--- src/rtl/rm_pkg.sv ---
// Shared types for the runtime-monitor lane path: violation kinds,
// lane FSM states and the report record carried to the output stream.
package rm_pkg;

    localparam int RM_NUM_LANES  = 5;
    localparam int RM_NUM_EVENTS = 10;
    localparam int RM_LANE_W     = $clog2(RM_NUM_LANES);
    localparam int RM_EV_W       = $clog2(RM_NUM_EVENTS);

    typedef enum logic [1:0] {
        NONE         = 2'd0,
        TIMEOUT      = 2'd1,
        DOUBLE_OPEN  = 2'd2,
        ORPHAN_CLOSE = 2'd3
    } rm_viol_e;

    typedef enum logic [1:0] {
        IDLE   = 2'd0,
        ARMED  = 2'd1,
        REPORT = 2'd2
    } rm_lane_state_e;

    typedef struct packed {
        logic [RM_LANE_W-1:0] lane;
        rm_viol_e             kind;
        logic [RM_EV_W-1:0]   ev0;
        logic [RM_EV_W-1:0]   ev1;
    } rm_report_t;

endpackage

--- src/rtl/rm_rr_arbiter.sv ---
// Round-robin arbiter: search starts at the lane after the last one granted;
// the pointer only moves when the grant is actually taken.
module rm_rr_arbiter #(
    parameter int NUM_LANES = 5,
    parameter int IDX_W     = (NUM_LANES > 1) ? $clog2(NUM_LANES) : 1
) (
    input  logic                 clk_i,
    input  logic                 rst_i,
    input  logic [NUM_LANES-1:0] req_i,
    input  logic                 advance_i,
    output logic [NUM_LANES-1:0] gnt_o,
    output logic [IDX_W-1:0]     gnt_idx_o
);

    logic [IDX_W-1:0] last_q;
    logic             found;
    int               j;

    always_comb begin
        gnt_o     = '0;
        gnt_idx_o = '0;
        found     = 1'b0;
        j         = 0;
        for (int k = 1; k <= NUM_LANES; k++) begin
            j = int'(last_q) + k;
            if (j >= NUM_LANES) j = j - NUM_LANES;
            if (!found && req_i[j]) begin
                found     = 1'b1;
                gnt_o[j]  = 1'b1;
                gnt_idx_o = IDX_W'(j);
            end
        end
    end

    // Reset to the last lane so lane 0 wins the first arbitration.
    always_ff @(posedge clk_i or posedge rst_i) begin
        if (rst_i)
            last_q <= IDX_W'(NUM_LANES - 1);
        else if (advance_i && found)
            last_q <= gnt_idx_o;
    end

endmodule

--- src/rtl/rm_lane_monitor.sv ---
// Per-lane open/close pairing monitor; violations are serialised through
// a round-robin arbiter into one registered valid/ready report stream.
module rm_lane_monitor
    import rm_pkg::*;
#(
    parameter int NUM_LANES  = RM_NUM_LANES,
    parameter int NUM_EVENTS = RM_NUM_EVENTS,
    parameter int WIN_W      = 8,
    parameter int CNT_W      = 16,
    parameter int LANE_W     = $clog2(NUM_LANES),
    parameter int EV_W       = $clog2(NUM_EVENTS)
) (
    input  logic                                  clk_i,
    input  logic                                  rst_i,
    input  logic                                  en_i,
    input  logic [WIN_W-1:0]                      cfg_window_i,
    input  logic [NUM_LANES-1:0][NUM_EVENTS-1:0]  lane_vector0_i,
    input  logic [NUM_LANES-1:0][NUM_EVENTS-1:0]  lane_vector1_i,
    input  logic [NUM_LANES-1:0][EV_W-1:0]        itype1_i,
    input  logic [NUM_LANES-1:0]                  valid0_i,
    input  logic [NUM_LANES-1:0]                  valid1_i,
    output logic                                  report_valid_o,
    input  logic                                  report_ready_i,
    output logic [LANE_W-1:0]                     report_lane_o,
    output logic [1:0]                            report_kind_o,
    output logic [EV_W-1:0]                       report_ev0_o,
    output logic [EV_W-1:0]                       report_ev1_o,
    output logic [NUM_LANES-1:0]                  lost_o,
    output logic [NUM_LANES-1:0][CNT_W-1:0]       pairs_o
);

    rm_report_t           rec [NUM_LANES];
    logic [NUM_LANES-1:0] req, ack, gnt, owner_q;
    logic [LANE_W-1:0]    gnt_idx;
    logic                 rpt_valid_q, load;
    rm_report_t           rpt_q;
    logic                 unused_parity;

    assign unused_parity = ^lane_vector1_i;
    assign load          = !rpt_valid_q || report_ready_i;

    for (genvar i = 0; i < NUM_LANES; i++) begin : g_lane
        rm_lane_state_e   state_q, state_d;
        logic [WIN_W-1:0] cnt_q, cnt_d;
        logic [EV_W-1:0]  open_q, open_d, first_set;
        rm_report_t       rec_q, rec_d;
        logic [CNT_W-1:0] pairs_q, pairs_d;
        logic             lost_q, lost_d;
        logic             v0, v1;

        assign v0 = en_i && valid0_i[i];
        assign v1 = en_i && valid1_i[i];

        always_comb begin
            first_set = '0;
            for (int b = NUM_EVENTS - 1; b >= 0; b--)
                if (lane_vector0_i[i][b]) first_set = EV_W'(b);
        end

        always_comb begin
            state_d = state_q;
            cnt_d   = cnt_q;
            open_d  = open_q;
            rec_d   = rec_q;
            pairs_d = pairs_q;
            lost_d  = lost_q;
            unique case (state_q)
                IDLE: begin
                    if (v0) begin
                        open_d  = first_set;
                        cnt_d   = cfg_window_i;
                        state_d = ARMED;
                    end else if (v1) begin
                        rec_d = '{lane: RM_LANE_W'(i), kind: ORPHAN_CLOSE,
                                  ev0: '0, ev1: RM_EV_W'(itype1_i[i])};
                        state_d = REPORT;
                    end
                end
                ARMED: begin
                    if (!en_i) begin
                        state_d = IDLE;
                    end else if (v1) begin
                        if (pairs_q != '1) pairs_d = pairs_q + CNT_W'(1);
                        if (v0) begin
                            open_d = first_set;
                            cnt_d  = cfg_window_i;
                        end else begin
                            state_d = IDLE;
                        end
                    end else if (v0) begin
                        rec_d = '{lane: RM_LANE_W'(i), kind: DOUBLE_OPEN,
                                  ev0: RM_EV_W'(open_q), ev1: '0};
                        state_d = REPORT;
                    end else if (cfg_window_i != '0) begin
                        // <=1 also catches a window enabled after arming with 0
                        if (cnt_q <= WIN_W'(1)) begin
                            rec_d = '{lane: RM_LANE_W'(i), kind: TIMEOUT,
                                      ev0: RM_EV_W'(open_q), ev1: '0};
                            state_d = REPORT;
                        end else begin
                            cnt_d = cnt_q - WIN_W'(1);
                        end
                    end
                end
                REPORT: begin
                    if (v0 || v1) lost_d = 1'b1;
                    if (ack[i]) state_d = IDLE;
                end
                default: state_d = IDLE;
            endcase
        end

        always_ff @(posedge clk_i or posedge rst_i) begin
            if (rst_i) begin
                state_q <= IDLE;
                cnt_q   <= '0;
                open_q  <= '0;
                rec_q   <= '0;
                pairs_q <= '0;
                lost_q  <= 1'b0;
            end else begin
                state_q <= state_d;
                cnt_q   <= cnt_d;
                open_q  <= open_d;
                rec_q   <= rec_d;
                pairs_q <= pairs_d;
                lost_q  <= lost_d;
            end
        end

        // The lane already sitting in the output register must not re-request.
        assign req[i]     = (state_q == REPORT) && !(rpt_valid_q && owner_q[i]);
        assign ack[i]     = rpt_valid_q && report_ready_i && owner_q[i];
        assign rec[i]     = rec_q;
        assign pairs_o[i] = pairs_q;
        assign lost_o[i]  = lost_q;
    end

    rm_rr_arbiter #(
        .NUM_LANES (NUM_LANES),
        .IDX_W     (LANE_W)
    ) u_arb (
        .clk_i     (clk_i),
        .rst_i     (rst_i),
        .req_i     (req),
        .advance_i (load),
        .gnt_o     (gnt),
        .gnt_idx_o (gnt_idx)
    );

    always_ff @(posedge clk_i or posedge rst_i) begin
        if (rst_i) begin
            rpt_valid_q <= 1'b0;
            rpt_q       <= '0;
            owner_q     <= '0;
        end else if (load) begin
            rpt_valid_q <= |req;
            owner_q     <= gnt;
            if (|req) rpt_q <= rec[gnt_idx];
        end
    end

    assign report_valid_o = rpt_valid_q;
    assign report_lane_o  = LANE_W'(rpt_q.lane);
    assign report_kind_o  = rpt_q.kind;
    assign report_ev0_o   = EV_W'(rpt_q.ev0);
    assign report_ev1_o   = EV_W'(rpt_q.ev1);

endmodule

--- config.mk ---
export PLATFORM = sky130hd
export DESIGN_NAME = rm_lane_monitor
export DESIGN_NICKNAME = d
export VERILOG_FILES = /design/src/rtl/rm_pkg.sv /design/src/rtl/rm_rr_arbiter.sv /design/src/rtl/rm_lane_monitor.sv
export SDC_FILE = /design/constraint.sdc
export NUM_CORES = 1
export LEC_CHECK = 0
export ABC_AREA = 1
export CAP_MARGIN = 0
export CORE_ASPECT_RATIO = 1.1
export CORE_MARGIN = 2
export CORE_UTILIZATION = 55
export CTS_CLUSTER_DIAMETER = 150
export DETAILED_ROUTE_END_ITERATION = 10
export DONT_BUFFER_PORTS = 1
export GPL_ROUTABILITY_DRIVEN = 0
export HOLD_SLACK_MARGIN = 0.15
export PLACE_DENSITY = 0.73
export SKIP_LAST_GASP = 1
export SYNTH_ARGS = -nofsm -noshare
export SYNTH_HDL_FRONTEND = slang
export SYNTH_HIERARCHICAL = 1
export SYNTH_SLANG_ARGS = --single-unit
export TNS_END_PERCENT = 20
--- constraint.sdc ---
create_clock -name clk_i -period 14.2 [get_ports clk_i]
set_input_delay 1.42 -clock clk_i [delete_from_list [all_inputs] [get_ports clk_i]]
set_output_delay 1.42 -clock clk_i [all_outputs]
set_load 0.03 [all_outputs]
==> metrics.cfg <==
[outcome]
status=finished clean

[place]
hpwlAfterDp_mm=29.7
pre_cts_slack_ps=9460
io_buffers=0
placed_cell_area_um2=15500

[clock_network]
cts_tree=done
post_cts_buffers=0
post_cts_resized=0
cts_buffers=27
clock-sinks=231
cts_root_buf=clkbuf_16
clk_pin_slew_worst_paths_ps=60
postCtsHoldBufs=0
clk-insertion-delay-late_ps=540
clk_path_buf_depth=3
htreeDepth=1

[synth]
yosysTopAreaCellShare_pct=37.5
ys_warn_count=6
synth.most_common_cell=nand2_1
synthTopCellsByCount=nand2_1 (730), inv_1 (249), dfrtp_1 (230), o21ai_0 (214), nor2_1 (209)
yosys.area.top_type=dfrtp_1
async_flop_share_pct=100
ys_types=51
synthCells=2228
synth_edf_count=0
seq_area_frac_synth_pct=37.6
synth_ff_type=dfrtp_1
syn_area_per_cell_um2=6.89
synthesis.area_um2=15400
ys_top_cells_by_area=dfrtp_1 (37%), nand2_1 (18%), o21ai_0 (7.0%)
synthesis.nets=2398
ys_ff_latch=231

[worst_setup_path]
crit_path_top_delay_cell=dfrtp_1
end_kind=register
cp.depth=23
cp.arrival_ps=5220
crit_path_start_kind=register
crit_chain=inv_2 -> ha_1 -> inv_2 -> nand3_2 -> nand2_4 -> nand2_4 -> nand2_2 -> nand2_2 -> inv_2 -> nand2_1 -> nand2_1 -> nand3_4 -> nand3_4 -> nor2_4 -> nand3_1 -> nand3_1 -> buf_4 -> inv_1 -> nand3_1 -> clkinv_1 -> nand2_1 -> a21boi_0 -> o21ai_0
crit_family=simple AND/OR/NAND/NOR gates
critPathBufInv=6
crit_required_ps=14600
cp_max_fo=24
path_class=reg2reg
worstRegToRegCells=23
slowest_delay_ps=820

[final_layout]
drive_gt1_share_pct=6.54
area_delta_synth_final_pct=6.56
design_area_um2=16400
finalNetCount=2382
fillCellCount=2576

[sta]
final-hold-violation-count=0
fin_crit_sh_pct=33.9
relSlewSlack_pct=45.8
finalMaxSlewViolations=0
setup_violations=0
rsz0062_at_grt=false
tns_ps=0
finClkSkew_ps=9.06
setup_slack_ps=9380
fmax_mhz=207
fin_crit_ps=4820
worst_pin_slew_ps=814

[global_routing]
grt_antenna_before_repair=4
grt_start_max_net_pins=117
grt_overflow=0
grt_usage_pct=26.7
grt_pass1_wl_mm=63.8
grt_pass1_vias=13100

[drt]
ant_nets=0
viasPerCell=5.48
drt_wl_total_mm=39.7
firstDrtPassIters=6
dr_total_vias=14200
wl_per_cell_um=15.3
drcViolationCount=0
drt_iter0_drc=1195

[min_path]
holdPathStages=2
hold_class=reg2reg

[die]
io-pin-count=241
dieWidth_um=163
rows=64
die_area_um2=29300
initial_core_util_pct=55.6
fp.dieH_um=179
core_area_um2=27600

[power]
ir_worst_vdd_v=0.000158
powerDensity_nw_per_um2=252
p_leak_nw=8.02

[job]
cap_violations=0

-- path summary, 6_finish.rpt --
check | from | end | slack [ps]
worst min register to register | g_lane[1].rec_q[10] | g_lane[1].rec_q[10] | 450
worst max-delay path | u_arb/last_q[0] | report_ev0_o[2] | 9380
worst max register to register | u_arb/last_q[0] | report_ev0_o[2] | 9380
worst min-delay path | g_lane[1].rec_q[10] | g_lane[1].rec_q[10] | 450
max in group asynchronous | rst_i | g_lane[3].pairs_q[8] | 12040
min in group asynchronous | rst_i | u_arb/last_q[0] | 640
-- cells in the final DEF, fill, tap and decap left out, types with 3 or more instances in the layout --
master / count
a21boi_0: 12
a21oi_1: 45
a21oi_2: 5
a31oi_1: 3
buf_4: 5
clkbuf_1: 11
clkbuf_16: 27
clkbuf_8: 4
clkinv_2: 4
dfrtp_1: 230
diode_2: 4
ha_1: 27
inv_1: 248
inv_2: 23
nand2_1: 730
nand2_2: 21
nand2_4: 11
nand3_1: 131
nand3_2: 7
nand3b_1: 12
nand4_1: 30
nor2_1: 209
nor2_2: 6
nor2_4: 7
nor3_1: 36
nor3_2: 3
nor4_1: 3
o211ai_1: 13
o21ai_0: 214
o21ai_1: 42
o21ai_2: 8
o31ai_1: 9
xnor2_1: 20
xor2_1: 49
-- per-stage QoR --
step | cells | hold slack, ps | util [%] | power, mW
global route | 2597 | 490 | 59.2 | 4.49
CTS | 2594 | 454 | 59.2 | 4.11
detailed placement | 2546 | 440 | 56.2 | 3.43
global placement | 2546 | 432 | 56.2 | 3.36
finish | 2598 | 454 | 59.2 | 4.12
floorplan | 2228 | 421 | - | 2.94
-- power by group --
group / switching, mW / total [mW] / internal (mW)
clock network: 0.275 / 0.664 / 0.389
logic: 1.51 / 2.21 / 0.704
registers: 0.370 / 1.24 / 0.873
-- per-layer routing --
metal	part of all wire, %	global-route usage [%]	vias to the layer above
li1	-	-	7101
met1	42	34.5	6579
met2	47	43.8	461
met3	8.4	6.27	99
met4	3.3	9.40	2
met5	0.030	0	-
-- sequential cells by signal (all words and copies together) (netlist names) --
| signal | cells |
|---|---|
| g_lane.lost_q | 5 |
| report_ev1_o | 4 |
| g_lane.rec_q | 54 |
| g_lane.pairs_q | 80 |
| report_valid_o | 1 |
| g_lane.state_q | 10 |
| report_lane_o | 3 |
| g_lane.cnt_q | 40 |
| report_ev0_o | 4 |
| g_lane.open_q | 20 |
| owner_q | 5 |
| report_kind_o | 2 |
| u_arb/last_q | 3 |
-- layout make-up --
class / instances / area, µm² / share of cell area (%)
clock inverter: 6 / 58.8 / 0.359
multi-input combinational: 1674 / 8220 / 50.2
antenna: 4 / 10.0 / 0.0612
clock buffer: 42 / 772 / 4.72
inverter: 273 / 1030 / 6.31
timing repair buffer: 5 / 37.5 / 0.229
tap: 363 / 454 / 2.78
sequential: 231 / 5780 / 35.3
-- worst reg2reg max path, stage by stage, from the launching register on --
cell,delay (ps)
dfrtp_1,820
inv_2,250
ha_1,520
inv_2,120
nand3_2,130
nand2_4,90
nand2_4,90
nand2_2,70
nand2_2,150
inv_2,70
nand2_1,60
nand2_1,80
nand3_4,150
nand3_4,120
nor2_4,150
nand3_1,130
nand3_1,100
buf_4,250
inv_1,330
nand3_1,210
clkinv_1,260
nand2_1,120
a21boi_0,310
o21ai_0,120
-- kinds of logic (layout without fill, tap and decap cells) --
family                   Yosys count  count (layout)  share of synthesized area [%]
AND/OR/NAND/NOR                 1216            1216                           34.2
AO/OA/AOI/OAI                    360             360                           12.9
buffers and inverters            323             326                           8.84
flip-flops                       231             231                           37.6
XOR/XNOR                          70              70                           4.11
adder cells (fa/ha/maj)           28              28                           2.33
other                              0               4                              0
Power figures use the tool's default switching activity.
